==> config.mk <==
export PLATFORM = sky130hd
export DESIGN_NAME = mem_port_arbiter
export DESIGN_NICKNAME = d
export VERILOG_FILES = /design/src/rtl/mem_port_arbiter.sv
export SDC_FILE = /design/constraint.sdc
export NUM_CORES = 1
export LEC_CHECK = 0
export CAP_MARGIN = 20
export CORE_MARGIN = 2
export CORE_UTILIZATION = 37
export DETAILED_ROUTE_END_ITERATION = 12
export PLACE_DENSITY = 0.95
export SLEW_MARGIN = 30
export SYNTH_ARGS = -nofsm -noshare
export SYNTH_HDL_FRONTEND = slang
export SYNTH_SLANG_ARGS = --single-unit
==> constraint.sdc <==
create_clock -name clk -period 3.17 [get_ports clk]
set_input_delay 0.4755 -clock clk [delete_from_list [all_inputs] [get_ports clk]]
set_output_delay 0.4755 -clock clk [all_outputs]
set_load 0.02 [all_outputs]
==> src/rtl/mem_port_arbiter.sv <==
// Two-requester arbiter for a single-port synchronous RAM: CPU has priority,
// a bounded starvation counter guarantees VID service, and read data is steered back.
module mem_port_arbiter #(
    parameter int unsigned DATA_W     = 16,
    parameter int unsigned ADDR_W     = 16,
    parameter int unsigned STARVE_MAX = 4
) (
    input  logic              clk,
    input  logic              reset,
    input  logic              cpu_req,
    input  logic              cpu_we,
    input  logic [ADDR_W-1:0] cpu_addr,
    input  logic [DATA_W-1:0] cpu_wdata,
    output logic              cpu_gnt,
    output logic              cpu_rvalid,
    output logic [DATA_W-1:0] cpu_rdata,
    input  logic              vid_req,
    input  logic [ADDR_W-1:0] vid_addr,
    output logic              vid_gnt,
    output logic              vid_rvalid,
    output logic [DATA_W-1:0] vid_rdata,
    output logic              mem_en,
    output logic              mem_we,
    output logic [ADDR_W-1:0] mem_addr,
    output logic [DATA_W-1:0] mem_wdata,
    input  logic [DATA_W-1:0] mem_rdata
);

    typedef enum logic [1:0] {StIdle, StCpuRd, StCpuWr, StVidRd} state_e;

    localparam logic [3:0] StarveMax = 4'(STARVE_MAX);

    state_e            state_q, state_d;
    logic [3:0]        starve_q, starve_d;
    logic [DATA_W-1:0] cpu_rdata_q, cpu_rdata_d;
    logic [DATA_W-1:0] vid_rdata_q, vid_rdata_d;

    // Arbitration and RAM-side muxing; grants are masked while reset is asserted.
    always_comb begin
        cpu_gnt   = 1'b0;
        vid_gnt   = 1'b0;
        mem_addr  = '0;
        mem_wdata = '0;
        if (reset) begin
            if (vid_req && (!cpu_req || starve_q == StarveMax)) begin
                vid_gnt = 1'b1;
            end else if (cpu_req) begin
                cpu_gnt = 1'b1;
            end
        end
        mem_en = cpu_gnt | vid_gnt;
        mem_we = cpu_gnt & cpu_we;
        if (cpu_gnt) begin
            mem_addr  = cpu_addr;
            mem_wdata = cpu_wdata;
        end else if (vid_gnt) begin
            mem_addr = vid_addr;
        end
    end

    always_comb begin
        state_d = StIdle;
        if (cpu_gnt) begin
            state_d = cpu_we ? StCpuWr : StCpuRd;
        end else if (vid_gnt) begin
            state_d = StVidRd;
        end
    end

    always_comb begin
        starve_d = starve_q;
        if (!vid_req || vid_gnt) begin
            starve_d = '0;
        end else if (cpu_gnt && starve_q != StarveMax) begin
            starve_d = starve_q + 4'd1;
        end
    end

    // State holds last cycle's owner, so it marks which requester mem_rdata belongs to.
    always_comb begin
        cpu_rvalid  = (state_q == StCpuRd);
        vid_rvalid  = (state_q == StVidRd);
        cpu_rdata_d = cpu_rvalid ? mem_rdata : cpu_rdata_q;
        vid_rdata_d = vid_rvalid ? mem_rdata : vid_rdata_q;
        cpu_rdata   = cpu_rdata_d;
        vid_rdata   = vid_rdata_d;
    end

    always_ff @(posedge clk or negedge reset) begin
        if (!reset) begin
            state_q     <= StIdle;
            starve_q    <= '0;
            cpu_rdata_q <= '0;
            vid_rdata_q <= '0;
        end else begin
            state_q     <= state_d;
            starve_q    <= starve_d;
            cpu_rdata_q <= cpu_rdata_d;
            vid_rdata_q <= vid_rdata_d;
        end
    end

endmodule
==> flow_summary.yaml, run 1 <==
run:
  maxCapViolCount: 0
worst_setup_path:
  crit_chain: "clkdlybuf4s50_1, a41oi_4, buf_4, or2_2, clkdlybuf4s50_1"
  critical_path_class: "in2out"
  reg2reg_depth: 2
  r2r_start: "state_q[1]"
  cp_slowest_cell: "clkdlybuf4s50_1"
  critPathRequiredTime_ns: 2.69
  r2r-end: "cpu_rdata_q[13]"
  r2r_slack_ns: 1.62
  crit_arrival_ns: 2.44
  path_common_cell: "clkdlybuf4s50_1"
  slowest_delay_ns: 0.66
  crit_path_start_kind: "primary input"
  worstSetupEndpointType: "output port"
  cp_max_fo: 11
floorplan:
  dieArea_um2: 5620
  core_um2: 4790
  ios: 139
  fp-row-count: 25
  fp.dieW_um: 75.0
  die_h_um: 75.0
  start_util_pct: 38.9
routing:
  drc: 0
  wl_um: 5240
  firstDrtPassIters: 4
  drtIter0Drc: 32
  num_vias: 1710
  via_per_inst: 4.80
  detail_route.wl_per_cell_um: 14.7
  ant_nets: 0
timing:
  period_share_pct: 92.1
  tns_ns: 0
  period_needed_ns: 2.92
  fmax_mhz: 343
  max_slew_margin_pct: 44.7
  rsz0062_at_grt: "no"
  tightest_slew_ns: 0.829
  setup_viol: 0
  fin_skew_ns: 0.00565
  slew_violations: 0
  hold_viol: 0
clock_network:
  cts_tree: "yes"
  postCtsSetupBuffers: 0
  cts.sinks: 38
  cts.path.max_buffers: 2
  htreeDepth: 2
  clk_transition_reported_paths_ns: 0.07
  cts_resized: 0
  clk_latency_ns: 0.29
  cts_buffers: 5
  cts_hold_buf: 0
  cts_root_buf: "clkbuf_8"
layout:
  final_common_cell: "clkdlybuf4s50_1"
  fin_cells: 356
  post_route_cells_drive_above_1_share_pct: 17.0
  synthToLayoutAreaGrowth_pct: 81.3
  nets: 359
  postLayoutCoreUtil_pct: 70.6
  num_antenna_cells: 0
  fill_cells: 355
  most-common-layout-cells: "clkdlybuf4s50_1 (137), dfrtp_1 (38), mux2_2 (32), and2_1 (17), a22o_1 (16)"
  final_area_um2: 3380
power:
  power_density_nw_per_um2: 488
  leakagePower_nw: 1.38
  power_mw: 1.65
  vdd_drop_max_uv: 207
global_route:
  grt_pass1_wl_um: 8000
  antenna_found_initial: 0
  grt_pass1_vias: 1782
  grt_usage_pct: 19.1
  grt.overflow.total: 0
  grt_start_max_net_pins: 48
yosys:
  syn_area_um2: 1860
  yosys.area_share.simple_pct: 10.9
  synth_top_area_share_pct: 51.0
  synth_top_family_by_area: "multiplexers"
  async_flop_share_pct: 100
  synthFlopType: "dfrtp_1"
  synth_cells: 148
  avgSynthCellArea_um2: 12.6
  synth_edf_count: 0
  ys_ff_latch: 38
  synth_nets: 219
  synth-seq-area-share_pct: 51.0
  synth.area.top_cells: "dfrtp_1 (51%), mux2_2 (19%), a22o_1 (7.5%)"
  synth_top_cell_by_area: "dfrtp_1"
  yosys-mux-area-fraction_pct: 19.3
  synth_xor_area_share_pct: 0
  synth-compound-area-share_pct: 12.4
  yosys_warnings: 0
  synth_cell_types: 28
  synthAdderAreaFrac_pct: 1.34
placement:
  hpwlAfterDp_um: 4100
  routabilityCongestion: 0.751
  place.port_buffers: 138
  place_inst: 348
  detailed_place.area_um2: 3290
status:
  status: "completed"
hold_path:
  hp-class: "in2async"
-- sequential cells by signal, summed over array words and instances, names as in the netlist --
register,count
state_q,2
vid_rdata_q,16
cpu_rdata_q,16
starve_q,4
-- cell type report --
type,count,area (µm²),area share (%)
well taps,67,83.8,2.48
repair buffers,143,1410,41.9
inverters,5,18.8,0.556
clock inverters,3,21.3,0.630
multi-input cells,95,820,24.3
clock buffers,5,68.8,2.04
flip-flops and latches,38,951,28.2
-- per-layer routing --
layer	global-route usage (%)	vias to the layer above	wire, µm
met3	6.69	13	485
met5	0	-	0
met4	8.73	0	156
met2	32.2	97	2630
met1	21.6	792	1970
li1	-	808	-
-- report_power, final --
part	leakage (nW)	internal [mW]	switching, mW
sequential	0.454	0.589	0.0238
combinational	0.886	0.390	0.326
clock	0.0441	0.154	0.165
-- cell families (layout without fill, tap and decap cells) --
kind of cell / count (synthesis) / in the layout
DFF: 38 / 38
and+or+nand+nor: 34 / 34
buffers and inverters: 15 / 156
muxes: 32 / 32
AOI/OAI and AO/OA: 27 / 27
adders and majority gates: 2 / 2
-- per-stage QoR --
| stage | hold WS, ns | setup slack [ns] |
|---|---|---|
| after CTS | 0.326 | 0.233 |
| final | 0.315 | 0.250 |
| after floorplan | 0.180 | 1.26 |
| after detailed placement | 0.482 | 0.236 |
| after global placement | 0.477 | 0.284 |
| after global routing | 0.365 | 0.133 |
-- synthesized netlist by cell type (3+ instances only) --
cell type	number
mux2_2	32
inv_1	5
buf_2	5
buf_6	3
dfrtp_1	38
and2_1	17
nand2_1	5
a22o_1	16
-- worst max-delay path, delay by kind of cell --
| kind | cells | cell delay [ns] |
|---|---|---|
| compound gates | 1 | 0.23 |
| buf+inv | 3 | 1.43 |
| simple gates | 1 | 0.31 |
-- how the worst max path moves through the flow --
stage / from / end / slack [ns] / cells past startpoint
3_3_place_gp: cpu_req / mem_addr[5] / 0.28 / 6
4_1_cts: cpu_req / mem_addr[8] / 0.23 / 6
2_1_floorplan: starve_q[0] / mem_wdata[0] / 1.26 / 5
6_report: vid_req / mem_en / 0.25 / 5
3_5_place_dp: cpu_req / mem_addr[8] / 0.24 / 6
5_1_grt: cpu_req / mem_addr[12] / 0.13 / 6
(Power assumes the default switching activity.)
==> run 2: changes to the inputs <==
Settings changed: GPL_ROUTABILITY_DRIVEN set to 0.
==> results of run 2 <==
The final DEF is identical to that of run 1; final timing and power are the same.
==> RTL edit 1, RTL diff (settings of run 2) <==
Encoding of `state_e`: now Gray code (2 bits for 4 states).
--- a/src/rtl/mem_port_arbiter.sv
+++ b/src/rtl/mem_port_arbiter.sv
@@ -26,7 +26,7 @@
     input  logic [DATA_W-1:0] mem_rdata
 );
 
-    typedef enum logic [1:0] {StIdle, StCpuRd, StCpuWr, StVidRd} state_e;
+    typedef enum logic [1:0] {StIdle = 2'b00, StCpuRd = 2'b01, StCpuWr = 2'b11, StVidRd = 2'b10} state_e;
 
     localparam logic [3:0] StarveMax = 4'(STARVE_MAX);
 
Function: no difference found for any inputs over 10 cycles, from zero or initial values and one cycle with reset low; not proved beyond that.
==> RTL edit 1 against run 2 <==
  * Worst setup slack got worse by 0.11 ns
  * Worst hold slack got worse by 0.010 ns
  * Wire length increased by 3.7%
  * Final area increased by 1.3%
  * Sequential share of layout area decreased by 0.35 points
  * Sequential cell count unchanged
  * Register-to-register slack got worse by 0.13 ns
  * Total power increased by 3.7%
  * Clock power increased by 54%
  * Clock skew decreased by 0.0038 ns
  * Synthesized cell count decreased by 2.7%
  * Area after synthesis decreased by 0.87%
  * Count of clock-buffer cells in the layout unchanged
  * Highest routed layer unchanged
==> RTL edit 1: results (changes against run 2) <==
stage,metric,value,unit,change
placement,HPWL after detailed placement,4260,microns,+3.9%
timing,final hold slack,0.305,ns,-0.0105 ns
synthesis,Mapped Nets,215,,-1.8%
finish,fill count,331,,-6.8%
global_routing,gr usage total,18.7,%,-0.39 points
detailed_routing,DR iter-0 viols,69,,+120%
synthesis,compound-gate portion of the synthesized area,12.1,%,-0.36 points
global_routing,vias in the first global route,1697,,-4.8%
synthesis,multiplexer share of the synthesized area,19.5,%,+0.17 points
timing,fin crit share,95.7,%,+3.6 points
placement,cell count after placement,344,,-1.1%
detailed_routing,DR WL met3,588,microns,+21%
synthesis,Syn Area/Cell,12.8,sq um,+1.9%
worst_setup_path,crit-path max FO,37,,+26
worst_setup_path,FF-to-FF Start,starve_q[0],,
detailed_routing,Vias/cell,4.85,,+0.90%
detailed_routing,DRT met1 WL,2010,microns,+1.8%
worst_setup_path,Worst R2R Setup Slack,1.49,ns,-0.13 ns
worst_setup_path,crit path DAT,2.56,ns,+0.12 ns
power,Cell Int Power,1.23,mW,+8.5%
detailed_routing,Final ANT Viol Nets,0,,unchanged
power,Tot Pwr,1.71,mW,+3.7%
finish,nets,355,,-1.1%
power,worst vdd ir,0.262,mV,+26%
worst_setup_path,Worst Reg-to-Reg Cells,5,,+3
worst_setup_path,end of the critical path,mem_addr[14],,
outcome,status,"complete, no violations",,
global_routing,largest net degree at the start of global routing,42,,-13%
power,Clock power frac,28.8,%,+9.4 points
synthesis,sequential area share after synthesis,51.5,%,+0.45 points
power,Combinational Power,0.629,mW,-12%
worst_setup_path,critical path type,flop to output port,,
synthesis,largest cells by area after synthesis,"dfrtp_1 51%, mux2_2 20%, and2_1 6.1%",,
synthesis,Cell variety after synth,31,,+11%
global_routing,first-pass GRT wire length,7710,microns,-3.6%
timing,Post-Route Skew,0.00183,ns,-0.00382 ns
timing,Slew headroom,67.4,%,+23 points
power,P_leak,1.40,nW,+1.5%
detailed_routing,met2 WL,2800,microns,+6.3%
placement,Placed Area,3270,sq um,-0.38%
placement,post-place setup slack,0.263,ns,+0.0268 ns
global_routing,met3 Track Usage GR,6.43,%,-0.27 points
synthesis,post-synthesis adder-cell area fraction,1.36,%,+0.012 points
finish,final cell count without fillers,352,,-1.1%
==> RTL edit 1: cells by family after synthesis <==
kind of cell | count (synthesis)
fa+ha+maj | 2
compound gates | 25
flops | 38
simple gates | 31
mux | 32
buf+inv | 16
==> RTL edit 1: cell type report <==
class / count / area [sq um] / area share, %
Multi-Input combinational cell: 90 / 811 / 23.7
Tap cell: 67 / 83.8 / 2.45
Clock buffer: 5 / 68.8 / 2.01
Timing Repair Buffer: 143 / 1410 / 41.3
Inverter: 6 / 22.5 / 0.659
Clock inverter: 3 / 68.8 / 2.01
Sequential cell: 38 / 951 / 27.8
==> RTL edit 1: timing repair <==
action                     in CTS  in global routing
setup buffers                   0                  0
gates resized for setup         0                  2
setup endpoints to repair       0                 10
==> RTL edit 1: critical path, stage by stage (launching register included) <==
cell	delay, ns
dfrtp_1	0.40
inv_1	0.08
ha_1	0.21
and3b_1	0.27
a21oi_4	0.16
buf_4	0.31
a22o_1	0.21
clkdlybuf4s50_1	0.62
==> RTL edit 2, RTL diff (settings of run 2) <==
Made on the original files. The parameter `DATA_W` goes from 16 to 32.
--- a/src/rtl/mem_port_arbiter.sv
+++ b/src/rtl/mem_port_arbiter.sv
@@ -1,7 +1,7 @@
 // Two-requester arbiter for a single-port synchronous RAM: CPU has priority,
 // a bounded starvation counter guarantees VID service, and read data is steered back.
 module mem_port_arbiter #(
-    parameter int unsigned DATA_W     = 16,
+    parameter int unsigned DATA_W     = 32,
     parameter int unsigned ADDR_W     = 16,
     parameter int unsigned STARVE_MAX = 4
 ) (
Interface: changed (5 resized); port bits go from 139 to 219. No check against the original RTL was run, so the function may have changed too.
==> RTL edit 2 against run 2 <==
  * Sequential cell count is 32 higher
  * Critical path depth rose by 2
  * Worst setup slack worse by 0.076 ns
  * Total power up 98%
  * Wire length up 83%
  * Area after synthesis increased by 67%
  * Core utilization shrank 1.6 points
  * Final area increased by 67%
  * Critical endpoint is now mem_addr[6]
  * Highest routed layer unchanged
==> RTL edit 2: results (changes against run 2) <==
stage,metric,value,unit,change
outcome,status,"complete, no violations",,
synthesis,"Top FF cell, synth",dfrtp_1,,
detailed_routing,First-pass DRT Iterations,4,,unchanged
power,switch share,30.4,%,-0.79 points
synthesis,commonest cells in the netlist,"70 x dfrtp_1, 64 x mux2_2, 34 x and2_1",,
power,Clock power frac,23.9,%,+4.5 points
finish,nets,554,,+54%
synthesis,largest cells by area after synthesis,"dfrtp_1 56%, mux2_2 23%, and2_1 6.8%",,
worst_setup_path,crit path DAT,2.52,ns,+0.08 ns
detailed_routing,final wirelength,9570,microns,+83%
synthesis,sequential area share after synthesis,56.3,%,+5.3 points
power,worst vdd ir,0.389,mV,+87%
finish,ratio of cells with drive above 1 in the final layout,19.6,%,+2.6 points
clock_network,Root Driver,clkbuf_8,,
worst_setup_path,crit-path max FO,52,,+41
placement,HPWL after detailed placement,7470,microns,+82%
synthesis,Cell variety after synth,31,,+11%
timing,Post-Route Skew,0.00977,ns,+0.00412 ns
clock_network,"Clk Latency, worst-skew pair",0.33,ns,+0.04 ns
clock_network,Num CTS Buffers,9,,+4
placement,count of buffers from port buffering,218,,+58%
clock_network,Clock Pin Slew Worst Setup and Hold Paths,0.08,ns,
global_routing,gr usage total,20.0,%,+0.99 points
global_routing,vias in the first global route,2744,,+54%
detailed_routing,Vias/cell,4.72,,-1.7%
power,P_leak,2.33,nW,+68%
global_routing,largest net degree at the start of global routing,73,,+52%
clock_network,post-cts sizing count,0,,unchanged
min_path,Tightest Hold Check Type,primary input to async pin,,
finish,Top Registers,"cpu_rdata_q (32), vid_rdata_q (32), starve_q (4)",,
clock_network,H-tree depth,3,,+1
timing,Slew headroom,57.2,%,+12 points
power,Tot Pwr,3.27,mW,+98%
synthesis,Mapped Nets,334,,+53%
global_routing,first-pass GRT wire length,14000,microns,+75%
detailed_routing,DR iter-0 viols,82,,+160%
finish,diode count,0,,unchanged
worst_setup_path,Critical Path Max Stage Delay,0.62,ns,-0.04 ns
power,seq pwr,1.16,mW,+89%
-- RTL edit 2: metrics by stage --
stage,worst slack [ns],cell area [sq um],hold WS [ns],std cells
2_1_floorplan,1.07,3110,0.180,231
3_3_place_gp,0.409,5410,0.478,545
3_5_place_dp,0.374,5410,0.481,545
4_1_cts,0.159,5630,0.438,560
5_1_grt,0.0352,5640,0.360,560
6_report,0.174,5640,0.302,560
-- RTL edit 2: worst paths after layout --
path	from	cells past startpoint	end	slack [ns]
worst max register to register	starve_q[0]	5	starve_q[3]	1.52
worst min-delay path	reset	2	state_q[0]	0.30
max in group asynchronous	reset	2	cpu_rdata_q[0]	2.43
worst max-delay path	starve_q[0]	7	mem_addr[6]	0.17
min in group clk	cpu_rdata_q[24]	1	cpu_rdata_q[24]	0.49
worst min register to register	cpu_rdata_q[24]	1	cpu_rdata_q[24]	0.49
-- RTL edit 2: final cells by class --
class / count / area (sq um)
clock buffer: 10 / 138
sequential: 70 / 1750
fill: 598 / 2540
clock inverter: 5 / 83.8
inverter: 7 / 26.3
multi-input combinational: 139 / 1250
timing repair buffer: 224 / 2250
tap: 105 / 131
-- RTL edit 2: cells by family (layout without fill, tap and decap cells) --
kind of cell / count (synthesis) / count (layout) / synth area share [%]
and+or+nand+nor: 47 / 47 / 9.37
muxes: 64 / 64 / 23.2
AOI/OAI and AO/OA: 26 / 26 / 6.84
adders and majority gates: 2 / 2 / 0.804
buffers and inverters: 22 / 246 / 3.50
DFF: 70 / 70 / 56.3
-- RTL edit 2: routing by layer --
| layer | track usage, % | vias to the layer above | share of wire (%) |
|---|---|---|---|
| met1 | 25.3 | 1291 | 39 |
| met2 | 34.4 | 103 | 53 |
| met4 | 3.21 | 0 | 0.22 |
| met5 | 0 | - | 0 |
| li1 | - | 1246 | - |
| met3 | 6.42 | 4 | 7.5 |
